**config.mk**
```make
export PLATFORM = sky130hd
export DESIGN_NAME = ysyx_24080014_lsu
export DESIGN_NICKNAME = d
export VERILOG_FILES = /design/src/rtl/ysyx_24080014_pkg.sv /design/src/rtl/ysyx_24080014_lsu_align.sv /design/src/rtl/ysyx_24080014_lsu.sv
export SDC_FILE = /design/constraint.sdc
export NUM_CORES = 1
export LEC_CHECK = 0
export BUFFER_PORTS_ARGS = -buffer_cell sky130_fd_sc_hd__buf_2
export CORE_ASPECT_RATIO = 1.1
export CORE_MARGIN = 10
export CORE_UTILIZATION = 45
export DETAILED_ROUTE_END_ITERATION = 8
export HOLD_SLACK_MARGIN = 0.03
export PLACE_DENSITY = 0.74
export SLEW_MARGIN = 30
export SYNTH_ARGS = -nofsm -noshare
export SYNTH_HDL_FRONTEND = slang
export SYNTH_HIERARCHICAL = 1
export SYNTH_SLANG_ARGS = --single-unit
```
**constraint.sdc**
```tcl
create_clock -name clk -period 2.4 [get_ports clk]
set_clock_uncertainty 0.2 [all_clocks]
set_input_delay 0.72 -clock clk [delete_from_list [all_inputs] [get_ports clk]]
set_output_delay 0.72 -clock clk [all_outputs]
set_load 0.02 [all_outputs]
```
**src/rtl/ysyx_24080014_pkg.sv**
```systemverilog
// Shared LSU types: FSM states, RV32 load/store width codes
// and the request legality check used at acceptance.
package ysyx_24080014_pkg;

    typedef enum logic [1:0] {
        IDLE = 2'd0,
        REQ  = 2'd1,
        ACK  = 2'd2,
        RESP = 2'd3
    } lsu_state_t;

    localparam logic [2:0] LB  = 3'b000;
    localparam logic [2:0] LH  = 3'b001;
    localparam logic [2:0] LW  = 3'b010;
    localparam logic [2:0] LBU = 3'b100;
    localparam logic [2:0] LHU = 3'b101;
    localparam logic [2:0] SB  = 3'b000;
    localparam logic [2:0] SH  = 3'b001;
    localparam logic [2:0] SW  = 3'b010;

    // A request with neither load nor store set is a legal no-op.
    function automatic logic access_bad(
        input logic       ld,
        input logic       st,
        input logic [2:0] f3,
        input logic [1:0] a
    );
        logic legal;
        logic mis;
        legal = st ? (f3 == SB || f3 == SH || f3 == SW)
                   : (f3 == LB || f3 == LH || f3 == LW ||
                      f3 == LBU || f3 == LHU);
        mis = ((f3 == LH || f3 == LHU) && a[0]) ||
              (f3 == LW && a != 2'b00);
        return (ld && st) || ((ld || st) && (!legal || mis));
    endfunction

endpackage

```
**src/rtl/ysyx_24080014_lsu_align.sv**
```systemverilog
// Byte-lane steering: store mask/data shift and
// load data shift with sign or zero extension.
module ysyx_24080014_lsu_align
    import ysyx_24080014_pkg::*;
(
    input  logic [2:0]  funct3,
    input  logic [1:0]  addr,
    input  logic [31:0] wdata,
    input  logic [31:0] rword,
    output logic [3:0]  wmask,
    output logic [31:0] din,
    output logic [31:0] rdata
);

    logic [4:0]  sh;
    logic [31:0] lane;

    assign sh   = {addr, 3'b000};
    assign lane = rword >> sh;
    assign din  = wdata << sh;

    always_comb begin
        wmask = 4'b0000;
        rdata = lane;
        unique case (funct3)
            LB: begin
                wmask = 4'b0001 << addr;
                rdata = {{24{lane[7]}}, lane[7:0]};
            end
            LH: begin
                wmask = 4'b0011 << {addr[1], 1'b0};
                rdata = {{16{lane[15]}}, lane[15:0]};
            end
            LW:  wmask = 4'b1111;
            LBU: rdata = {24'h0, lane[7:0]};
            LHU: rdata = {16'h0, lane[15:0]};
            default: ;
        endcase
    end

endmodule

```
**src/rtl/ysyx_24080014_lsu.sv**
```systemverilog
// Load/store unit: one outstanding access, FSM drives the
// memory responder handshake and holds the result for writeback.
module ysyx_24080014_lsu
    import ysyx_24080014_pkg::*;
#(
    parameter int TIMEOUT = 255
) (
    input  logic        clk,
    input  logic        rst,
    input  logic        in_valid,
    output logic        in_ready,
    input  logic        in_load,
    input  logic        in_store,
    input  logic [2:0]  in_funct3,
    input  logic [31:0] in_addr,
    input  logic [31:0] in_wdata,
    output logic        out_valid,
    input  logic        out_ready,
    output logic [31:0] out_rdata,
    output logic        out_err,
    output logic        mem_wen,
    output logic        mem_ren,
    output logic        mem_valid,
    output logic [7:0]  mem_wmask,
    output logic [31:0] mem_waddr,
    output logic [31:0] mem_raddr,
    output logic [31:0] mem_din,
    input  logic        mem_ready,
    input  logic [31:0] mem_dout
);

    localparam int CW = $clog2(TIMEOUT + 1);

    lsu_state_t  state, state_n;
    logic        ld_q, st_q, err_q;
    logic [2:0]  f3_q;
    logic [31:0] addr_q, wdata_q, rdata_q;
    logic [CW-1:0] cnt;
    logic [3:0]  a_mask;
    logic [31:0] a_din, a_rdata;
    logic        bad, tmo, in_req, st_req;

    ysyx_24080014_lsu_align u_align (
        .funct3 (f3_q),
        .addr   (addr_q[1:0]),
        .wdata  (wdata_q),
        .rword  (mem_dout),
        .wmask  (a_mask),
        .din    (a_din),
        .rdata  (a_rdata)
    );

    assign bad = access_bad(in_load, in_store, in_funct3, in_addr[1:0]);
    assign tmo = (cnt == CW'(TIMEOUT - 1));

    always_ff @(posedge clk) begin
        if (rst) begin
            state   <= IDLE;
            cnt     <= '0;
            ld_q    <= 1'b0;
            st_q    <= 1'b0;
            err_q   <= 1'b0;
            f3_q    <= '0;
            addr_q  <= '0;
            wdata_q <= '0;
            rdata_q <= '0;
        end else begin
            state <= state_n;
            unique case (state)
                IDLE: if (in_valid) begin
                    ld_q    <= in_load;
                    st_q    <= in_store;
                    f3_q    <= in_funct3;
                    addr_q  <= in_addr;
                    wdata_q <= in_wdata;
                    err_q   <= bad;
                    rdata_q <= '0;
                    cnt     <= '0;
                end
                REQ: if (mem_ready) begin
                    rdata_q <= ld_q ? a_rdata : '0;
                end else if (tmo) begin
                    err_q <= 1'b1;
                end else begin
                    cnt <= cnt + 1'b1;
                end
                default: ;
            endcase
        end
    end

    always_comb begin
        state_n = state;
        unique case (state)
            IDLE: if (in_valid)
                state_n = (bad || (!in_load && !in_store)) ? RESP : REQ;
            REQ:  if (mem_ready || tmo) state_n = ACK;
            ACK:  state_n = RESP;
            RESP: if (out_ready) state_n = IDLE;
            default: state_n = IDLE;
        endcase
    end

    // Address, mask and data are only driven while a request is on the bus.
    assign in_req    = (state == REQ);
    assign st_req    = in_req && st_q;
    assign in_ready  = (state == IDLE);
    assign mem_wen   = st_req;
    assign mem_ren   = in_req && ld_q;
    assign mem_valid = (state == ACK);
    assign mem_waddr = in_req ? {addr_q[31:2], 2'b00} : '0;
    assign mem_raddr = mem_waddr;
    assign mem_wmask = st_req ? {4'b0000, a_mask} : 8'h00;
    assign mem_din   = st_req ? a_din : '0;
    assign out_valid = (state == RESP);
    assign out_rdata = out_valid ? rdata_q : '0;
    assign out_err   = out_valid && err_q;

endmodule
```
# Word-level counts from Yosys, hierarchy flattened
# Cells that the tools add are included.
op_classes:
  n_reduce_logical: 32
  n_eq_ne: 19
  mux: 24
  add_sub_neg: 1
  shifts: 4
op_table:
  columns: ["op", "count"]
  rows:
  - ["32-bit 2-to-1 mux", 6]
  - ["32-bit one-hot mux with 4 select lines", 1]
  - ["32-bit one-hot mux with 2 select lines", 1]
  - ["32-bit by 5-bit left shift with 32-bit output", 1]
  - ["32-bit by 5-bit >> shifter with 32-bit output", 1]
  - ["8-bit 2-to-1 mux", 3]
  - ["8-bit one-hot mux with 2 select lines", 1]
  - ["3-bit == test (second input constant)", 4]
  - ["4-bit one-hot mux with 3 select lines", 1]
  - ["1-bit logical OR", 11]
  - ["2-bit inequality test (second input constant)", 5]
  - ["8-bit by 1-bit adder with 8-bit output (second input constant)", 1]
  - ["8-bit == test (second input constant)", 1]
  - ["1-bit logical AND", 8]
  - ["2-bit 2-to-1 mux", 4]
  - ["2-bit one-hot mux with 4 select lines", 1]
  - ["4-bit AND reduction", 2]
  - ["3-bit by 1-bit == test with 1-bit output (second input constant)", 2]
  - ["3-bit by 2-bit == test with 1-bit output (second input constant)", 2]
  - ["3-bit logical NOT", 2]
  - ["3-bit AND reduction", 2]
  - ["2-bit == test (second input constant)", 2]
  - ["1-bit 2-to-1 mux", 4]
  - ["4-bit 2-to-1 mux", 1]
  - ["other kinds (9)", 13]
word_totals:
  elab_cells: 89
  ff_bits: 112
  output_inout_bits: 142

# Longest topological paths before layout
# Gate-level depths: netlist (run 1).
depth:
  depth_word: 14
  depth_mapped: 9
  ltp_nobuf: 6

# By module
# The synthesis (run 1) kept the hierarchy.
modules_own_cells:
  columns: ["mod", "cells_each", "n_inst", "area_per_inst_um2", "seq_area_each_um2"]
  rows:
  - ["ysyx_24080014_lsu", 692, 1, 5260.0, 2242.2]
  - ["ysyx_24080014_lsu_align", 208, 1, 1312.5, 0.0]

# Worst setup path after synthesis (run 1)
# No wires, ideal clock.
synth_timing:
  path_kind: "register -> output"
  start: "register state[1]"
  end: "output port mem_waddr[10]"
  stages_incl_launch_ff: 8
  setup_slack_ps: -87
  n_path_buf: 4
  required_time_ps: 1480
  arrival_time_ps: 1567
  cell_sequence: "dfxtp_1 > inv_1 > ha_1 > buf_2 > clkbuf_1 > clkbuf_1 > and2_1 > buf_4"
synth_via:
  elab_chain_len: 2
synth_lines:
  columns: ["element", "line", "rtl"]
  rows:
  - ["start, declared", "ysyx_24080014_lsu.sv:34", "lsu_state_t state, state_n;"]
  - ["start signal, assigned", "ysyx_24080014_lsu.sv:68", "state <= state_n;"]
  - ["2-bit by 1-bit == test with 1-bit output", "ysyx_24080014_lsu.sv:105", "assign in_req = (state == REQ);"]
  - ["32-bit 2-to-1 mux", "ysyx_24080014_lsu.sv:111", "assign mem_waddr = in_req ? {addr_q[31:2], 2'b00} : '0;"]
  - ["end, declared", "ysyx_24080014_lsu.sv:25", "output logic [31:0] mem_waddr,"]
# No other way between the ends.

# Final worst setup path (run 1)
layout_timing:
  start: "register addr_q[1]"
  end: "output port mem_din[30]"
layout_via:
  elab_chain_len: 2
layout_lines:
  columns: ["element", "line", "rtl"]
  rows:
  - ["start, declared", "ysyx_24080014_lsu.sv:37", "logic [31:0] addr_q, wdata_q, rdata_q;"]
  - ["start signal, assigned", "ysyx_24080014_lsu.sv:74", "addr_q <= in_addr;"]
  - ["32-bit by 5-bit left shift with 32-bit output", "ysyx_24080014_lsu_align.sv:20", "assign din = wdata << sh;"]
  - ["via a_din[30]", "ysyx_24080014_lsu.sv:40", "logic [31:0] a_din, a_rdata;"]
  - ["32-bit 2-to-1 mux", "ysyx_24080014_lsu.sv:114", "assign mem_din = st_req ? a_din : '0;"]
  - ["end, declared", "ysyx_24080014_lsu.sv:27", "output logic [31:0] mem_din,"]
# The timed path passes the listed nets, and every way through them passes these cells.

==> results of run 1 <==
worst paths after layout:
check / cells after the start / from / end / slack (ns)
setup / recovery: 6 / addr_q[1]$_SDFFE_PP0P_ / mem_din[30] / -0.21
hold reg to reg: 2 / wdata_q[28]$_SDFFE_PP0P_ / wdata_q[28]$_SDFFE_PP0P_ / 0.25
setup reg to reg: 10 / state[1]$_SDFFE_PP0P_ / rdata_q[0]$_SDFFE_PP0P_ / 0.12
hold / removal: 2 / wdata_q[28]$_SDFFE_PP0P_ / wdata_q[28]$_SDFFE_PP0P_ / 0.25
routing by layer:
metal / routed length [um] / global-route usage (%)
met5: 41 / 0
met2: 12200 / 34.7
met3: 3060 / 9.41
met4: 861 / 8.51
met1: 9760 / 25.0
logic make-up after synthesis:
family	Yosys count
simple gates	422
mux	35
flops	112
buf+inv	123
fa+ha+maj	6
other cells	1
xor+xnor	1
compound gates	200
worst max-delay path, cell delays in order (launching register included):
cell and delay (ns):
dfxtp_4 0.44, buf_4 0.15, nor2b_1 0.05, a211oi_1 0.32, a21oi_2 0.07, and3_1 0.19
buf_6 0.13
registers in the layout, summed over array words and instances (netlist names):
signal   count
addr_q      32
rdata_q     32
wdata_q     32
cnt          8
f3_q         3
state        2
err_q        1
ld_q         1
st_q         1
through the flow:
stage                     cells  cell area (um2)
after floorplan             907             6640
after global placement     1253             7740
after detailed placement   1253             7740
after CTS                  1285             8720
after global routing       1306             9940
final                      1310             9950
layout by cell type, fill, tap and decap left out, types with 4 or more instances in the layout:
cell type and count:
o21ai_1 6, buf_12 11, conb_1 8, buf_2 108, dfxtp_1 106, buf_4 24
mux2i_1 24, and3_1 15, nand3_1 34, a21oi_2 4, a211oi_2 7, a211oi_1 8
mux2i_4 8, clkbuf_16 19, o21ai_0 14, and2_4 66, nand2_1 202, a21oi_1 132
or3_1 4, and3_4 21, and2_1 16, buf_8 5, nor2_1 21, o31ai_1 11
nor2b_1 16, inv_1 7, buf_16 4, buf_6 142, diode_2 6, ha_1 4
final cells by class:
cell class,instances,area [um2]
clock buffers,12,256
multi-input cells,672,4150
inverters,8,30.0
repair buffers,304,2980
diodes,6,15.0
flip-flops and latches,112,2260
fillers,1076,4440
well taps,192,240
clock inverters,4,26.3
timing repair:
item                                    in CTS  in global routing
endpoints found under the setup margin      98                132
cloned                                       5                 15
pin swaps                                   24                 71
setup buffers                               11                  6
resized for setup                          158                272
power by group:
part	total, mW	switching [mW]	internal, mW
combinational	4.19	2.28	1.91
sequential	2.36	0.253	2.11
clock	1.47	0.709	0.764
total	8.03	3.25	4.79
==> flow_metrics.env, run 1 <==
export IMPL_status="finished with violations"
export IMPL_violations="setup timing"
export IMPL_numCtsBuffers=9
export IMPL_drive_above_1_share_pct=40.6
export IMPL_synthXorXnorAreaFrac_pct=0.133
export IMPL_io_buffers=239
export IMPL_tightestPinTransition_ns=0.666
export IMPL_syn_cell_area_mm2=0.00657
export IMPL_dp_slack_ns=0.0982
export IMPL_yosysTopAreaCellShare_pct=34.1
export IMPL_final_setup_viol_count=119
export IMPL_yosys_area_share_simple_pct=31.5
export IMPL_synth_commonest_cells="nand2_1 (203), a21oi_1 (136), dfxtp_1 (112)"
export IMPL_wl_per_cell_um=19.8
export IMPL_drc_errors=0
export IMPL_die_height_um=147
export IMPL_fin_hold_ws_ns=0.251
export IMPL_hp_class="flop to flop"
export IMPL_worstPathRequired_ns=1.48
export IMPL_ir_drop_v=0.000464
export IMPL_hold_viol_final=0
export IMPL_grt_overflow=0
export IMPL_track_usage_pct=21.8
export IMPL_max_slew_margin_pct=55.4
export IMPL_grt_pass1_vias=6806
export IMPL_rows=46
export IMPL_period_needed_ns=2.61
export IMPL_grt_antenna_before_repair=10
export IMPL_via_per_inst=5.57
export IMPL_grt_first_pass_wirelength_um=35500
export IMPL_fin_setup_tns_ns=-4.70
export IMPL_start_util_pct=45.7
export IMPL_ctsHoldBuffers=0
export IMPL_grt_max_degree=70
export IMPL_finalCritPeriodShare_pct=109
export IMPL_cts_sinks=112
export IMPL_wl_um=25900
export IMPL_synth_flop_cell="dfxtp_1"
export IMPL_clk_path_buf_depth=2
export IMPL_synthArstFlopShare_pct=0
export IMPL_ant_nets=0
export IMPL_cts_root_buf="clkbuf_16"
export IMPL_synth_cell_types=48
export IMPL_syn_mean_instance_area_um2=7.30
export IMPL_syn_inst=900
export IMPL_critPathCaptureType="output port"
export IMPL_vias=7296
export IMPL_p_leak_nw=4.16
export IMPL_cts_tree="done"
export IMPL_synth_top_family_by_area="simple AND/OR/NAND/NOR gates"
export IMPL_yosys_area_top_type="dfxtp_1"
export IMPL_crit_fanout=8
export IMPL_yosysMostFrequentCell="nand2_1"
export IMPL_clkTransAtPathRegs_ns=0.07
export IMPL_timing_final_ws_setup_ns=-0.214
export IMPL_gp_congestion=0.878
export IMPL_rsz0062_at_grt="yes"
export IMPL_fin_nets=1219
export IMPL_ys_top_cells_by_area="dfxtp_1 (34%), nand2_1 (12%), a21oi_1 (10%)"
export IMPL_die_area_mm2=0.0198
export IMPL_coreArea_mm2=0.0144
export IMPL_dp_hpwl_um=15700
export IMPL_drtIter0Drc=630
export IMPL_cp_arrival_ns=1.69
export IMPL_cp_start_kind="flop"
export IMPL_max_freq_ghz=0.383
export IMPL_synth_compound_area_share_pct=17.1
export IMPL_ys_warn_count=6
export IMPL_crit_type="flop to output port"
export IMPL_finalMaxSlewViolations=0
export IMPL_die_w_um=135
export IMPL_maxCapViolCount=0
export IMPL_total_power_mw=8.03
export IMPL_synth_seq_area_share_pct=34.1
export IMPL_ys_ff_latch=112
export IMPL_post_route_util_pct=69.2
export IMPL_synth_edff_count=0
export IMPL_dr_pass1_iters=6
export IMPL_area_growth_synth_to_final_pct=51.4
export IMPL_ios=248
export IMPL_synthAdderAreaFrac_pct=1.14
export IMPL_synthMuxAreaShare_pct=5.46
export IMPL_insertion_delay_ns=0.35
export IMPL_ctsHtreeMaxLevel=3
export IMPL_power_density_mw_per_mm2=807
No activity file was read; power rests on OpenSTA's default activity.
==> run 2, diff against run 1 <==
Settings changed: ABC_AREA set to 1, MAX_ROUTING_LAYER set to met4.
==> run 2 against run 1 <==
The flow still finishes with violations (setup timing); hold slack gained 0.017 ns; synthesized area grew 2.6%; first-iteration DRC count grew 11%; combinational power grew 26%; critical path depth grew 1; design area grew 3.4%; total power grew 19%; clock power grew 8%; largest power group unchanged; highest routed layer is now met4.
==> flow_metrics.env, run 2 <==
export IMPL_crit_slowest_cell="dfxtp_4"
export IMPL_cts_root_buf="clkbuf_16"
export IMPL_seq_power_share_pct=28.1
export IMPL_timing_final_ws_setup_ns=-0.252
export IMPL_syn_mean_instance_area_um2=6.13
export IMPL_ctsHtreeMaxLevel=3
export IMPL_insertion_delay_ns=0.36
export IMPL_r2r_start="state[1]$_SDFFE_PP0P_"
export IMPL_rows=46
export IMPL_yosysTopAreaCellShare_pct=33.3
export IMPL_crit_chain="nor2_4, buf_6, a22oi_2, o21ai_1, inv_1, nor2_2, buf_6"
export IMPL_critical_path_most_common_cell="buf_6"
export IMPL_ir_drop_v=0.000582
export IMPL_largest_registers="addr_q: 32 flops, rdata_q: 32 flops, wdata_q: 32 flops"
export IMPL_switchingPower_mw=4.34
export IMPL_final_setup_viol_count=125
export IMPL_ys_warn_count=6
export IMPL_status="finished with violations"
export IMPL_pwr_share_comb_pct=55.3
export IMPL_max_freq_ghz=0.377
export IMPL_syn_inst=1100
export IMPL_grt_overflow=0
export IMPL_cp_arrival_ns=1.73
export IMPL_grt_first_pass_wirelength_um=36100
export IMPL_multi_input_area_mm2=0.00391
export IMPL_grt_pass1_vias=7093
export IMPL_yosys_area_top_type="dfxtp_1"
export IMPL_syn_cell_area_mm2=0.00674
export IMPL_synth_cell_types=31
export IMPL_synth_edff_count=0
export IMPL_ys_ff_latch=112
export IMPL_wl_per_cell_um=17.8
export IMPL_grt_antenna_before_repair=2
export IMPL_gp_congestion=0.989
export IMPL_io_buffers=239
export IMPL_dr_pass1_iters=5
export IMPL_period_needed_ns=2.65
export IMPL_min_from="rdata_q[18]$_SDFFE_PP0P_"
export IMPL_total_power_mw=9.55
export IMPL_drive_above_1_share_pct=39.6
export IMPL_die_height_um=148
export IMPL_drtIter0Drc=700
export IMPL_cts_sinks=112
export IMPL_hp_class="flop to flop"
export IMPL_maxCapViolCount=0
export IMPL_synth_commonest_cells="nand2_1 (238), nor2_1 (222), inv_1 (140)"
export IMPL_p_sw_share_pct=45.4
export IMPL_finalCritPeriodShare_pct=110
export IMPL_max_stage_delay_ns=0.39
export IMPL_mostFrequentLayoutCells="nor2_1 (195), nand2_1 (179), buf_6 (131)"
export IMPL_grt_max_degree=74
export IMPL_fin_nets=1434
export IMPL_yosysMostFrequentCell="nand2_1"
export IMPL_drc_errors=0
export IMPL_die_area_mm2=0.0203
export IMPL_final_common_cell="nor2_1"
export IMPL_area_growth_synth_to_final_pct=52.6
export IMPL_cp_start_kind="flop"
export IMPL_dp_hpwl_um=17000
export IMPL_numCtsBuffers=9
export IMPL_cts_tree="done"
export IMPL_dp_cells=1463
export IMPL_synthArstFlopShare_pct=0
export IMPL_crit_path_start="addr_q[0]$_SDFFE_PP0P_"
export IMPL_synth_flop_cell="dfxtp_1"
export IMPL_hold_viol_final=0
export IMPL_rsz0062_at_grt="yes"
export IMPL_register_area_mm2=0.00226
export IMPL_track_usage_pct=22.6
export IMPL_fill_cells=1094
export IMPL_finalMaxSlewViolations=0
export IMPL_vias=7976
export IMPL_ctsHoldBuffers=0
export IMPL_clkTransAtPathRegs_ns=0.08
export IMPL_worstPathRequired_ns=1.48
export IMPL_dp_slack_ns=0.102
export IMPL_p_leak_nw=5.15
export IMPL_critPathCaptureType="output port"
export IMPL_wl_um=27100
export IMPL_p_clk_share_pct=16.6
export IMPL_ant_nets=0
export IMPL_ys_top_cells_by_area="dfxtp_1 (33%), nand2_1 (13%), nor2_1 (12%)"
export IMPL_ios=248
export IMPL_coreArea_mm2=0.0146
export IMPL_start_util_pct=46.3
export IMPL_clk_path_buf_depth=2
export IMPL_finalNonFillerCells=1521
export IMPL_via_per_inst=5.24
export IMPL_power_density_mw_per_mm2=928
export IMPL_violations="setup timing"
export IMPL_die_w_um=137
export IMPL_crit_type="flop to output port"
export IMPL_p_int_mw=5.21
export IMPL_synth_seq_area_share_pct=33.3
export IMPL_crit_fanout=6
-- run 2: cell count changes after synthesis, sizes merged, moves of 49 or more --
cell,before,now
a21oi,136,40
and2,83,0
inv,8,148
nor2,22,229
nand3,34,83
o21ai,23,101
-- run 2: final timing paths --
path                                    to  slack (ns)  depth (start not counted)
setup reg to reg  rdata_q[13]$_SDFFE_PP0P_        0.05                         12
setup / recovery               mem_din[24]       -0.25                          7
hold reg to reg   rdata_q[18]$_SDFFE_PP0P_        0.27                          2
hold / removal    rdata_q[18]$_SDFFE_PP0P_        0.27                          2
-- run 2: metrics by stage --
step                cell area, um2  hold WS, ns  utilization (%)  TNS [ns]
finish                       10300        0.268             70.6     -8.84
global route                 10300        0.290             70.6    -14.21
CTS                           8660        0.268             59.5     -1.89
detailed placement            7880        0.256             54.1         0
global placement              7880        0.253             54.1         0
floorplan                     6770        0.244                -     -1.30
-- run 2: critical path: cells and delay by family, from the launching register on --
| kind | cells | cell delay, ns |
|---|---|---|
| buffers and inverters | 3 | 0.40 |
| AND/OR/NAND/NOR | 2 | 0.38 |
| flip-flops | 1 | 0.39 |
| AO/OA/AOI/OAI | 2 | 0.19 |
-- run 2: layout make-up --
type	count	share of cell area, %
Antenna cell	2	0.0486
Clock buffer	10	2.23
Clock inverter	6	0.742
Inverter	149	6.17
Multi-Input combinational cell	741	38.0
Sequential cell	112	22.0
Tap cell	192	2.34
Timing Repair Buffer	309	28.5
-- run 2: what timing repair did --
item / CTS / global route
pin swaps: 18 / 59
setup endpoints to repair: 102 / 121
cloned: 3 / 13
setup buffers: 10 / 15
resized for setup: 131 / 434
-- run 2: cells by family (layout without fill, tap and decap cells) --
group | count (synthesis) | count (layout) | share of synthesized area, %
AND/OR/NAND/NOR | 562 | 562 | 34.3
buffers and inverters | 254 | 474 | 17.8
adder cells (fa/ha/maj) | 6 | 6 | 1.11
AO/OA/AOI/OAI | 165 | 165 | 13.4
flip-flops | 112 | 112 | 33.3
other | 1 | 10 | 0.0556
-- run 2: power groups by stage --
| stage | clock (mW) | sequential [mW] | combinational, mW |
|---|---|---|---|
| final | 1.59 | 2.68 | 5.28 |
| after global routing | 1.67 | 2.72 | 5.68 |
| after CTS | 1.61 | 2.56 | 4.07 |
| after detailed placement | 0 | 2.56 | 3.69 |
| after global placement | 0 | 2.55 | 3.66 |
| after floorplan | 0 | 2.45 | 2.82 |
-- run 2: metal layers --
metal	GRT usage (%)	vias up	part of all wire, %
met4	9.54	0	4.3
met3	5.26	86	9.3
met2	36.6	445	48
met1	26.3	3631	38
li1	-	3814	-
met5	-	-	0
